### src/rtl/cpu_pkg.sv
`default_nettype none
// ============================================================================
//  Module      : cpu_pkg
//  Description : Shared datapath widths and memory-stage FSM state encoding.
//  Revision    : 1.0 - initial release
// ============================================================================
package cpu_pkg;

    localparam int DATA_W = 32;
    localparam int REG_W  = 5;

    // Memory-stage access sequencer states; encodings are fixed.
    typedef enum logic [1:0] {
        ST_IDLE   = 2'd0,
        ST_ACCESS = 2'd1,
        ST_DONE   = 2'd2
    } mem_state_t;

endpackage
`default_nettype wire

### src/rtl/mem_wb_reg.sv
`default_nettype none
// ============================================================================
//  Module      : mem_wb_reg
//  Description : MEM/WB pipeline register with load and bubble controls.
//                A bubble clears the writeback control bits so no register
//                write happens; it takes priority over load.
//  Revision    : 1.0 - initial release
// ============================================================================
module mem_wb_reg #(
    parameter int DATA_W = 32,
    parameter int REG_W  = 5
) (
    input  logic              clk_i,
    input  logic              rst_i,
    input  logic              load_i,
    input  logic              bubble_i,
    input  logic              reg_write_i,
    input  logic              mem_to_reg_i,
    input  logic [DATA_W-1:0] alu_out_i,
    input  logic [DATA_W-1:0] read_data_i,
    input  logic [REG_W-1:0]  rd_i,
    output logic              reg_write_o,
    output logic              mem_to_reg_o,
    output logic [DATA_W-1:0] alu_out_o,
    output logic [DATA_W-1:0] read_data_o,
    output logic [REG_W-1:0]  rd_o
);

    // Boundary register: bubble squashes control, load captures all fields.
    always_ff @(posedge clk_i) begin
        if (rst_i) begin
            reg_write_o  <= 1'b0;
            mem_to_reg_o <= 1'b0;
            alu_out_o    <= '0;
            read_data_o  <= '0;
            rd_o         <= '0;
        end else if (bubble_i) begin
            reg_write_o  <= 1'b0;
            mem_to_reg_o <= 1'b0;
        end else if (load_i) begin
            reg_write_o  <= reg_write_i;
            mem_to_reg_o <= mem_to_reg_i;
            alu_out_o    <= alu_out_i;
            read_data_o  <= read_data_i;
            rd_o         <= rd_i;
        end
    end

endmodule
`default_nettype wire

### src/rtl/mem_stage.sv
`default_nettype none
// ============================================================================
//  Module      : mem_stage
//  Description : Pipeline memory stage. Sequences a data-memory load/store
//                over a req/ack handshake, stalls the pipe while the access
//                is outstanding, aborts after TIMEOUT cycles without ack and
//                registers the MEM/WB boundary for writeback.
//  Revision    : 1.0 - initial release
// ============================================================================
module mem_stage #(
    parameter int DATA_W  = cpu_pkg::DATA_W,
    parameter int REG_W   = cpu_pkg::REG_W,
    parameter int TIMEOUT = 64
) (
    input  logic              clk_i,
    input  logic              rst_i,
    input  logic              MemRead_i,
    input  logic              MemWrite_i,
    input  logic              MemToReg_i,
    input  logic              RegWrite_i,
    input  logic [DATA_W-1:0] ALUOut_i,
    input  logic [DATA_W-1:0] mux7_i,
    input  logic [REG_W-1:0]  mux8_i,
    input  logic              dmem_ack_i,
    input  logic [DATA_W-1:0] dmem_rdata_i,
    output logic              dmem_req_o,
    output logic              dmem_we_o,
    output logic [DATA_W-1:0] dmem_addr_o,
    output logic [DATA_W-1:0] dmem_wdata_o,
    output logic              stall_o,
    output logic              err_o,
    output logic              RegWrite_o,
    output logic              MemToReg_o,
    output logic [DATA_W-1:0] ALUOut_o,
    output logic [DATA_W-1:0] ReadData_o,
    output logic [REG_W-1:0]  RegRD_o
);

    import cpu_pkg::*;

    localparam int               CNT_W   = $clog2(TIMEOUT);
    localparam logic [CNT_W-1:0] C_CNT_MAX = CNT_W'(TIMEOUT - 1);

    mem_state_t        r_state;
    mem_state_t        w_next;
    logic [CNT_W-1:0]  r_cnt;
    logic              r_reg_write;
    logic              r_mem_to_reg;
    logic [REG_W-1:0]  r_rd;
    logic [DATA_W-1:0] r_rdata;

    logic              w_start;
    logic              w_ack;
    logic              w_tmo;
    logic              w_wb_load;
    logic              w_wb_bubble;
    logic              w_wb_reg_write;
    logic              w_wb_mem_to_reg;
    logic [DATA_W-1:0] w_wb_alu_out;
    logic [DATA_W-1:0] w_wb_read_data;
    logic [REG_W-1:0]  w_wb_rd;

    // An ack that arrives together with the last allowed cycle wins over the timeout.
    assign w_start = (r_state == ST_IDLE) && (MemRead_i || MemWrite_i);
    assign w_ack   = (r_state == ST_ACCESS) && dmem_ack_i;
    assign w_tmo   = (r_state == ST_ACCESS) && !dmem_ack_i && (r_cnt == C_CNT_MAX);

    assign dmem_req_o = (r_state == ST_ACCESS);
    assign stall_o    = w_start || (r_state == ST_ACCESS);

    // State register.
    always_ff @(posedge clk_i) begin
        if (rst_i) r_state <= ST_IDLE;
        else       r_state <= w_next;
    end

    // Next-state and MEM/WB steering; defaults pass the EX/MEM fields through.
    always_comb begin
        w_next          = r_state;
        w_wb_load       = 1'b0;
        w_wb_bubble     = 1'b0;
        w_wb_reg_write  = RegWrite_i;
        w_wb_mem_to_reg = MemToReg_i;
        w_wb_alu_out    = ALUOut_i;
        w_wb_read_data  = '0;
        w_wb_rd         = mux8_i;
        case (r_state)
            ST_IDLE: begin
                if (w_start) begin
                    w_wb_bubble = 1'b1;
                    w_next      = ST_ACCESS;
                end else begin
                    w_wb_load   = 1'b1;
                end
            end
            ST_ACCESS: begin
                w_wb_bubble = 1'b1;
                if (w_ack || w_tmo) w_next = ST_DONE;
            end
            ST_DONE: begin
                w_wb_load       = 1'b1;
                w_wb_reg_write  = r_reg_write;
                w_wb_mem_to_reg = r_mem_to_reg;
                w_wb_alu_out    = dmem_addr_o;
                w_wb_read_data  = r_rdata;
                w_wb_rd         = r_rd;
                w_next          = ST_IDLE;
            end
            default: begin
                w_wb_bubble = 1'b1;
                w_next      = ST_IDLE;
            end
        endcase
    end

    // Request latch: address, store data, direction and WB control held for the whole access.
    always_ff @(posedge clk_i) begin
        if (rst_i) begin
            dmem_addr_o  <= '0;
            dmem_wdata_o <= '0;
            dmem_we_o    <= 1'b0;
            r_reg_write  <= 1'b0;
            r_mem_to_reg <= 1'b0;
            r_rd         <= '0;
        end else if (w_start) begin
            dmem_addr_o  <= ALUOut_i;
            dmem_wdata_o <= mux7_i;
            dmem_we_o    <= MemWrite_i;
            r_reg_write  <= RegWrite_i;
            r_mem_to_reg <= MemToReg_i;
            r_rd         <= mux8_i;
        end
    end

    // Access-cycle counter: cleared on entry, saturates at its maximum instead of wrapping.
    always_ff @(posedge clk_i) begin
        if (rst_i)                                           r_cnt <= '0;
        else if (w_start)                                    r_cnt <= '0;
        else if ((r_state == ST_ACCESS) && (r_cnt != C_CNT_MAX)) r_cnt <= r_cnt + 1'b1;
    end

    // Captured read data; stores and aborted accesses return zero.
    always_ff @(posedge clk_i) begin
        if (rst_i)      r_rdata <= '0;
        else if (w_ack) r_rdata <= dmem_we_o ? '0 : dmem_rdata_i;
        else if (w_tmo) r_rdata <= '0;
    end

    // Sticky timeout flag, cleared only by reset.
    always_ff @(posedge clk_i) begin
        if (rst_i)      err_o <= 1'b0;
        else if (w_tmo) err_o <= 1'b1;
    end

    mem_wb_reg #(
        .DATA_W (DATA_W),
        .REG_W  (REG_W)
    ) u_mem_wb_reg (
        .clk_i        (clk_i),
        .rst_i        (rst_i),
        .load_i       (w_wb_load),
        .bubble_i     (w_wb_bubble),
        .reg_write_i  (w_wb_reg_write),
        .mem_to_reg_i (w_wb_mem_to_reg),
        .alu_out_i    (w_wb_alu_out),
        .read_data_i  (w_wb_read_data),
        .rd_i         (w_wb_rd),
        .reg_write_o  (RegWrite_o),
        .mem_to_reg_o (MemToReg_o),
        .alu_out_o    (ALUOut_o),
        .read_data_o  (ReadData_o),
        .rd_o         (RegRD_o)
    );

endmodule
`default_nettype wire

### config.mk
export PLATFORM = sky130hd
export DESIGN_NAME = mem_stage
export DESIGN_NICKNAME = d
export VERILOG_FILES = /design/src/rtl/cpu_pkg.sv /design/src/rtl/mem_wb_reg.sv /design/src/rtl/mem_stage.sv
export SDC_FILE = /design/constraint.sdc
export NUM_CORES = 1
export LEC_CHECK = 0
export BUFFER_PORTS_ARGS = -buffer_cell sky130_fd_sc_hd__buf_4
export CAP_MARGIN = 10
export CORE_AREA = 2 2 141 143
export CTS_CLUSTER_DIAMETER = 80
export DETAILED_ROUTE_END_ITERATION = 10
export DIE_AREA = 0 0 143 145
export PLACE_DENSITY = 0.74
export SYNTH_ARGS = -nofsm -noshare
export SYNTH_HDL_FRONTEND = slang
export SYNTH_SLANG_ARGS = --single-unit
### constraint.sdc
create_clock -name clk_i -period 1.5 [get_ports clk_i]
set_input_delay 0.225 -clock clk_i [delete_from_list [all_inputs] [get_ports clk_i]]
set_output_delay 0.225 -clock clk_i [all_outputs]
set_load 0.005 [all_outputs]
# Yosys cells after proc, flatten, opt, wreduce, memory -nomap -nowiden
# Cells that the tools add are included.
[op_classes]
n_mux = 15
reduce_logical = 15
eq_ne = 6
add_sub_neg = 1
bitwise = 1
[op_table]
columns = ["cell", "count"]
rows = [
  ["$mux 32", 5],
  ["$add 6x1->6 const B", 1],
  ["$eq 6x6->1 const B", 1],
  ["$ne 6x6->1 const B", 1],
  ["$logic_and 1x1->1", 5],
  ["$mux 5", 1],
  ["$mux 1", 4],
  ["$mux 2", 2],
  ["$pmux 1 s2", 2],
  ["$pmux 2 s2", 1],
  ["$reduce_and 2->1", 2],
  ["$reduce_or 2->1", 2],
  ["$logic_or 1x1->1", 3],
  ["$eq 2x1->1 const B", 1],
  ["$eq 2x2->1 const B", 1],
  ["$logic_not 2->1", 1],
  ["$ne 2x1->1 const B", 1],
  ["$ne 2x2->1 const B", 1],
  ["$reduce_bool 2->1", 1],
  ["$logic_not 1->1", 1],
  ["$not 1->1", 1],
]
[totals]
wordCells = 53
input_bits = 108
register_bits = 184

# Depth between registers and ports, before layout
# Gate-level depths: netlist of the first run.
[depth]
depth_word = 6
ltp_mapped = 7
mapped_depth_nobuf = 4

# Modules after synthesis
# A second synthesis of the first run with hierarchy kept.
[unflattened]
cells_unflattened = 858
hier_area_um2 = 8142.8
[by_module_without_submodules]
columns = ["mod", "seq_area_each_um2", "area_each_um2", "cells_each", "n_inst"]
rows = [
  ["mem_stage", 2262.2, 4885.9, 537, 1],
  ["mem_wb_reg", 1421.4, 3256.9, 321, 1],
]

# Least setup slack after synthesis of the first run
# Ideal clock, no wire load.
[synth_timing]
path_type = "register to register"
from = "register r_cnt[0]"
to = "register r_rdata[10]"
t_arrival_ns = 1.533
setup_slack_ns = -0.092
setup_ns = 0.059
required_time_ns = 1.441
stages_incl_launch_ff = 7
path_cell_list = "dfxtp_1 -> ha_1 -> buf_2 -> and4b_1 -> a221oi_4 -> buf_6 -> a22o_1"
[synth_between]
elab_chain_cells = 3
[synth_lines]
columns = ["element", "line", "text"]
rows = [
  ["from (decl)", "mem_stage.sv:46", "logic [CNT_W-1:0] r_cnt;"],
  ["from (signal assigned)", "mem_stage.sv:139", "else if ((r_state == ST_ACCESS) && (r_cnt != C_CNT_MAX)) r_cnt <= r_cnt + 1'b1;"],
  ["$eq 6x6->1", "mem_stage.sv:66", "assign w_tmo = (r_state == ST_ACCESS) && !dmem_ack_i && (r_cnt == C_CNT_MAX);"],
  ["$logic_and 1x1->1", "mem_stage.sv:66", ""],
  ["$reduce_bool 2->1 (no source line)", "-", ""],
  ["to (signal assigned)", "mem_stage.sv:145", "else if (w_ack) r_rdata <= dmem_we_o ? '0 : dmem_rdata_i;"],
  ["to (decl)", "mem_stage.sv:50", "logic [DATA_W-1:0] r_rdata;"],
]
# Every way passes these cells.
# A chain may end at the register's enable or synchronous reset.

# Worst setup path in the final report of the first run
[layout_timing]
from = "register r_cnt[0]"
to = "register r_rdata[14]"
# The elaborated chain is that of the path after synthesis.

==> results.md, run 1 <==
- The first detailed-routing pass took 5 iterations.
- The most used flip-flop cell after synthesis is sky130_fd_sc_hd__dfxtp_1.
- Counting cells, the worst reg-to-reg path comes to 5.
- The area of the die is between 20000 and 25000 µm².
- The total negative slack is -10.6 ps.
- CTS placed an instance of sky130_fd_sc_hd__clkbuf_16 at the clock tree root.
- Of the available clock period, the critical path in the final layout requires 101%.
- For this run, the top clock speed supported by timing is 662 MHz.
- The total power density per cell area is between 1000 and 1500 nW/µm².
- The overall power after layout is about 12 mW.
- The final number of hold-violating endpoints is 0.
- The die is about 140 µm wide.
- In the final layout, the share of cells above drive strength 1 is approximately a third.
- The worst hold path was traced through 2 stages.
- The analysis attributes to net switching a power of ~3.3 mW.
- The average instance in the mapped netlist occupies a little over 9 µm².
- The final reports fail on negative setup slack.
- The number of placed I/O pins is roughly 250.
- The leakage power of the design is 4.56 nW.
- The number of nets produced by synthesis is approximately 900.
- Setup violations remaining at the end of the flow were counted as 1.
- After clock tree synthesis, the clock-pin slew on the worst setup and hold paths is roughly 80 ps.
- The number of antenna diodes in the final layout is 0.
- The CTS tree is done.
- The area inside the core boundary is a little under 20000 µm².
- From synthesis to final layout, the design area changed by 46.9%.
- The startpoint of the worst hold path is dmem_rdata_i[9].
- The number of design-rule violations left by the first detailed-router iteration is between 500 and 600.
- The worst setup path is of the reg2reg kind.
- The met1 track demand over resource in global routing is about a quarter.
- At the worst endpoint, the required time is ~1900 ps.
- The number of clock sinks is roughly 180.
- Entering global routing, the biggest net connects 60 pins.
- Net switching is 28.2% of the power.
- The power share of the combinational group is between 10% and 20%.
- The slew of the pin with the lowest slew margin is roughly 400 ps.
- The register bit total from synthesis is around 180.
- The remaining routing DRC violations is 0.
- The startpoint identified for the worst register-to-register timing path is r_cnt[0].
- On the final layout, the worst clock skew is roughly 8 ps.
- The flow ran to the end, but the final reports show violations.
- The clock latency on the worst-skew pair is around 430 ps.
- The y dimension of the die is about 150 µm.
- The HPWL after detailed placement is roughly 14000 µm.
- The clock network accounts for 37.3% of the total power.
- The first global-routing pass estimated 33800 µm of wire.
- The total routing usage reported by global routing is just over 20%.
- Leaving out filler cells and counting taps, the final layout contains about 1300.
- The number of antenna violations at the first check in global routing is 0.
- The post-synthesis instance total is 788.
- The H-tree depth reported by CTS is 4.
- The number of synthesized flops with an enable pin is 0.
- The global routing met3 resource utilization is 5.71%.
- In the post-synthesis netlist, the biggest area contributors are sky130_fd_sc_hd__dfxtp_1, sky130_fd_sc_hd__a21oi_1, sky130_fd_sc_hd__o21ai_0.
- The path type of the worst min-delay path is in2reg.
- The routed wire length is roughly 22000 µm.
- The type of destination of the critical path is a register.
- The detailed router placed about 7000 vias in this run.
- The number of standard-cell rows in the floorplan is 51.
- The Yosys step of the flow raised 0 warnings.
- After synthesis, flip-flops and latches occupy roughly half of the total area.
- At the placement stage, the worst setup path has a slack of between 20 and 25 ps.
- The sequential share of power is 45.4%.
- After the last flow step, the layout net total stands at 1157.
- Tracing the worst setup path back leads to its startpoint at r_cnt[0].
- The global routing stage identified its most utilized layer as met2.
- In this run the worst path has a maximum fanout of 32.
- STA classifies the critical path startpoint as a register.
- The cell area after technology mapping is slightly above 7000 µm².
- The met2 usage is about a third.
- VDD sags by at most around 840 µV.
- Global routing finished with a remaining overflow of 0.
- The time the worst path needs with I/O delays and setup is between 1500 and 2000 ps.
- Setup repair after global routing could not meet its margin everywhere.
- The fraction of registers with async set/reset is 0%.
- In this run, distinct cell masters in the synthesized netlist total 41.
- The remaining antenna violation count after routing is 0.
- After detailed placement, the design holds a cell count of roughly 1300.
- In the synthesized netlist, the cells that appear most often are sky130_fd_sc_hd__dfxtp_1, sky130_fd_sc_hd__a21oi_1, sky130_fd_sc_hd__o21ai_0.
- The number of clock buffers added by TritonCTS is 17.
- The most frequently used cell type in the post-synthesis netlist is sky130_fd_sc_hd__dfxtp_1.
- The internal cell power is between 8 and 9 mW.
- The signal arrival time at the worst endpoint is roughly 1900 ps.
- Measured against its own limit, the worst slew margin works out to between 70% and 80%.
- The via count of the first global-routing pass is roughly 6600.
- Routability-driven placement finished with a final weighted congestion of around 0.8.
- In this run the tool buffered the top-level ports with approximately 250 buffer cells.
- The number of max-slew violations in the final report is 0.
- The final worst slack is -10.6 ps.
- In this run the biggest area consumer among cell types represents a little over 50% of the synthesized area.
- The post-detailed-route wirelength per cell is 16.8 µm.
- The number of buffers between clock root and the deepest sink is 2.
- Dividing the detail-routed via count by the number of cells gives 5.29.
- The max capacitance violation total is 0.
- The cell taking the most area after synthesis is sky130_fd_sc_hd__dfxtp_1.
- The initial cell density of the core is between 30% and 40%.
==> worst max-delay path: stages (launching register included) <==
cell and delay (ps):
sky130_fd_sc_hd__dfxtp_2 320, sky130_fd_sc_hd__ha_2 180, sky130_fd_sc_hd__and4b_2 250, sky130_fd_sc_hd__a221oi_4 290, sky130_fd_sc_hd__buf_12 220, sky130_fd_sc_hd__a22o_1 190
==> area by class of cell <==
class / instances / area [µm²]
fillers: 1697 / 8640
flip-flops and latches: 184 / 3690
multi-input cells: 508 / 3130
repair buffers: 331 / 2820
clock buffers: 17 / 425
well taps: 265 / 332
clock inverters: 15 / 150
inverters: 6 / 25.0
==> power groups by stage <==
stage / clock [mW] / combinational [mW] / sequential [mW]
finish: 4.40 / 2.04 / 5.35
detailed placement: 0 / 1.87 / 5.46
global placement: 0 / 1.84 / 5.45
floorplan: 0 / 0.872 / 5.45
global route: 4.73 / 2.20 / 5.39
CTS: 4.52 / 1.96 / 5.35
==> final timing paths <==
kind                                       to  slack (ps)
setup / recovery                  r_rdata[14]         -10
hold / removal                     r_rdata[9]          10
setup reg to reg                  r_rdata[14]         -10
hold reg to reg   u_mem_wb_reg.read_data_o[3]         450
==> cells by family (layout without fill, tap and decap cells) <==
logic type	after synthesis	in the layout	share of synthesized area [%]
AOI/OAI and AO/OA	338	338	28.1
adders and majority gates	1	1	0.174
buffers and inverters	96	369	6.36
DFF	184	184	51.2
muxes	39	39	5.43
and+or+nand+nor	130	130	8.75
==> stage by stage <==
stage	util, %	cell area (µm²)	hold slack (ps)
2_1_floorplan	-	7210	350
3_3_place_gp	49.5	9500	434
3_5_place_dp	49.5	9500	436
4_1_cts	54.3	10400	1.08
5_1_grt	55.0	10600	1.88
6_report	55.0	10600	12.4
==> metal layers <==
metal  vias up  wire [µm]
li1       3428          -
met1      3296       9530
met2       258      10700
met3        29       1650
met4         0        383
met5         -          0
==> placed cells by master (no fill, tap or decap), types with 2 or more instances in the layout <==
master                          netlist  layout
sky130_fd_sc_hd__nand3_1             72      72
sky130_fd_sc_hd__nor3_1               2       2
sky130_fd_sc_hd__inv_8                0       3
sky130_fd_sc_hd__dlygate4sd3_1        0      31
sky130_fd_sc_hd__a21oi_2              0       2
sky130_fd_sc_hd__mux2i_1             39      39
sky130_fd_sc_hd__nand2_1             40      40
sky130_fd_sc_hd__nor2_1               4       2
sky130_fd_sc_hd__a41oi_1              2       2
sky130_fd_sc_hd__o211ai_1             3       3
sky130_fd_sc_hd__nand2b_4             0       2
sky130_fd_sc_hd__buf_12               1      16
sky130_fd_sc_hd__a21oi_1            145     143
sky130_fd_sc_hd__clkbuf_16            0      19
sky130_fd_sc_hd__clkinv_8             0       2
sky130_fd_sc_hd__nor2_4               0       2
sky130_fd_sc_hd__inv_1                5       4
sky130_fd_sc_hd__a311oi_1            37      37
sky130_fd_sc_hd__a31oi_1              2       2
sky130_fd_sc_hd__o21ai_0            105     104
sky130_fd_sc_hd__dfxtp_4              0       2
sky130_fd_sc_hd__buf_4                4     278
sky130_fd_sc_hd__o21ai_1              1       2
sky130_fd_sc_hd__inv_6                0       8
sky130_fd_sc_hd__buf_6                4       3
sky130_fd_sc_hd__dfxtp_1            184     181
sky130_fd_sc_hd__a211oi_1             4       4
sky130_fd_sc_hd__a22o_1              32      32
==> timing repair <==
item                       4_1_cts  5_1_grt
hold endpoints to repair        29        2
cloned                           0        2
buffers inserted                 6        2
pin swaps                        0        2
hold buffers                    29        2
resized for setup               10       10
setup endpoints to repair        2       78
Power figures use the tool's default switching activity.
==> run 2, diff against run 1 <==
--- a/config.mk
+++ b/config.mk
@@ -8,6 +8,7 @@
 export BUFFER_PORTS_ARGS = -buffer_cell sky130_fd_sc_hd__buf_4
 export CAP_MARGIN = 10
 export CORE_AREA = 2 2 141 143
+export CTS_BUF_LIST = sky130_fd_sc_hd__clkbuf_4
 export CTS_CLUSTER_DIAMETER = 80
 export DETAILED_ROUTE_END_ITERATION = 10
 export DIE_AREA = 0 0 143 145
==> results.md, run 2 (same netlist as run 1, synthesis figures left out) <==
- The final reports fail on negative setup slack.
- Together, buffers and inverters on the worst path number 4.
- The worst-case headroom to the max-slew limit is 67.1%.
- The first routing iteration left 484 violations.
- The routed design could run at a clock period as short as around 1700 ps.
- CTS built an H-tree with a depth of 4.
- The tree is rooted in a sky130_fd_sc_hd__clkbuf_4.
- The class of the most critical setup path is reg2reg.
- After routing the design area is ~12000 µm².
- Across all layers, the routed design uses around 8000 vias.
- Measured in cells, the most critical reg-to-reg path has a length of 7.
- The commonest non-fill, non-tap cell in the layout is sky130_fd_sc_hd__buf_4.
- The overall power after layout is around 11 mW.
- STA classifies the critical path startpoint as a register.
- In this run the critical register-to-register path is captured at r_rdata[15].
- The y dimension of the die is 145 µm.
- The worst hold path passes through 3 cells.
- Excluding fillers, the count of instances in the completed layout stands at around 1400.
- STA classifies the critical path endpoint as a register.
- The area of the die is roughly 21000 µm².
- The number of antenna violations at the first check in global routing is 0.
- The largest single stage delay on the critical path is 400 ps.
- Once layout is complete, the utilization of the core stands at 64.5%.
- The post-route netlist has a little over two fifths of its cells at a drive strength greater than 1.
- The leakage power of the design is about 5.2 nW.
- The number of placed I/O pins is 247.
- The clock latency on the worst-skew pair is 600 ps.
- The critical path's most frequent cell is sky130_fd_sc_hd__buf_4.
- Timing would allow up to 600 MHz.
- After detailed placement, the design holds a cell count of approximately 1300.
- The CTS buffer count is 17.
- The die is ~140 µm wide.
- The count of endpoints failing setup in the final report is approximately 140.
- The layout-stage area growth over the synthesis result is 72.1%.
- The hold-critical path endpoint is u_mem_wb_reg.alu_out_o[24].
- The congestion estimate from routability-driven global placement came to 0.810.
- The flow ran to the end, but the final reports show violations.
- The max capacitance violation total is 0.
- The startpoint of the worst hold path is MemRead_i.
- The total routing usage reported by global routing is between 20 and 25%.
- The slowest stage of the critical path belongs to the cell sky130_fd_sc_hd__dfxtp_4.
- Data on the critical path is required at its endpoint by ~2100 ps.
- At the end of the flow, the number of nets in the layout was between 1000 and 1500.
- The critical-path maximum fanout is 16.
- The path type of the worst min-delay path is in2reg.
- The HPWL after detailed placement is approximately 14000 µm.
- After filler insertion, the fill cell instance count of the layout stands at between 1000 and 1500.
- Data arrives at the worst endpoint at 2220 ps.
- Counting every sink on the clock net gives about 180.
- The remaining routing DRC violations is 0.
- The via count of the first global-routing pass is between 7000 and 8000.
- The total overflow left after global routing is 0.
- The number of search-and-repair iterations in the first detailed-routing pass is 5.
- The beginning of the worst register-to-register path is r_state[0].
- Dividing total power by cell area gives a power density of between 800 and 900 nW/µm².
- After floorplanning, the core was sized to cover about 19000 µm².
- The final clock period utilization by the worst path is 111%.
- Setup repair after global routing could not meet its margin everywhere.
- Before CTS, the worst setup slack after placement is about 24 ps.
- Entering global routing, the biggest net connects 60 pins.
- The remaining antenna violation count after routing is 0.
- In this run the register-to-register setup slack is -170 ps.
- The number of standard-cell rows in the floorplan is a little over 50.
- Clock skew on the completed layout was measured at 23.5 ps.
- Dividing the detail-routed wire length by the instance count gives about 20 µm.
- Leaving out fill and tap cells, the most frequent cells in the layout are sky130_fd_sc_hd__buf_4, sky130_fd_sc_hd__dfxtp_1, sky130_fd_sc_hd__dlygate4sd3_1.
- The number of max-slew violations in the final report is 0.
- The number of antenna repair diodes is 0.
- The first-pass GRT wire length is roughly 37000 µm.
- The initial cell density of the core is between 30% and 40%.
- The count of buffers from port buffering is 246.
- The CTS tree is done.
- The final number of hold-violating endpoints was 0.
- The detailed-route vias per instance is 5.58.
- The number of buffers between clock root and the deepest sink is 2.
- The routed wire length is 28800 µm.
- The clock-pin slew reported for the worst setup and hold paths after clock tree synthesis is about 170 ps.
- The critical path goes through buf_4 > buf_4 > and4b_2 > a221oi_4 > buf_4 > buf_12 > a22o_1.
- The maximum vdd ir drop is about 520 µV.
- The top cell family by delay on the critical path is buffers and inverters.
- After layout, the worst setup slack is -168 ps.
- The placed instances occupy a cell area of about 9500 µm².
- At the pin with the least slew margin, the transition time is approximately 490 ps.
[run 2: cell types whose count changed in the layout (fill, tap and decap cells not counted), sizes merged]
cell and change:
clkbuf +10, dlygate4sd3 +76, buf +16
[run 2: worst register-to-register path, cell delays in order (launching register included)]
cell and delay (ps):
sky130_fd_sc_hd__dfxtp_4 400, sky130_fd_sc_hd__buf_4 140, sky130_fd_sc_hd__buf_4 130, sky130_fd_sc_hd__and4b_2 230, sky130_fd_sc_hd__a221oi_4 260, sky130_fd_sc_hd__buf_4 170, sky130_fd_sc_hd__buf_12 140, sky130_fd_sc_hd__a22o_1 150
[run 2: worst max path at each step]
stage,start,to,slack (ps),cells after the start
2_1_floorplan,r_cnt[0],r_rdata[10],-60,6
3_3_place_gp,r_state[1],u_mem_wb_reg.mem_to_reg_o,-50,4
3_5_place_dp,r_cnt[0],r_rdata[1],20,5
4_1_cts,r_state[0],stall_o,-180,4
5_1_grt,r_state[0],r_rdata[3],-210,7
6_report,r_state[0],r_rdata[15],-170,7
[run 2: cell type report]
cell class	count	area, µm²	share of cell area (%)
repair buffers	433	4100	33.1
multi-input cells	508	3950	31.9
flip-flops and latches	184	3690	29.8
well taps	265	332	2.68
clock inverters	15	150	1.21
clock buffers	17	128	1.03
inverters	6	32.5	0.263
[run 2: where the power goes]
part,switching (mW),internal (mW),total (mW)
sequential,0.193,5.19,5.38
clock,2.05,0.762,2.81
combinational,1.41,1.52,2.93
[run 2: stage by stage]
step                hold slack [ps]  TNS [ps]
finish                          179     -9820
global placement                434     -53.8
detailed placement              436         0
floorplan                       350     -1820
CTS                             128     -4740
global route                    155    -17120
[run 2: routing by layer]
metal	global-route usage, %	vias up	share of wire [%]
met1	26.5	3805	38
met3	5.64	101	7.2
met4	10.9	0	4.6
li1	-	3633	-
met2	36.5	425	50
met5	0	-	0
[run 2: timing repair]
item,in CTS,in global routing
pin swaps,16,115
endpoints found under the setup margin,4,157
gates resized for setup,23,210
hold endpoints to repair,152,0
gates cloned,2,18
buffers inserted,10,7
hold buffers,107,0
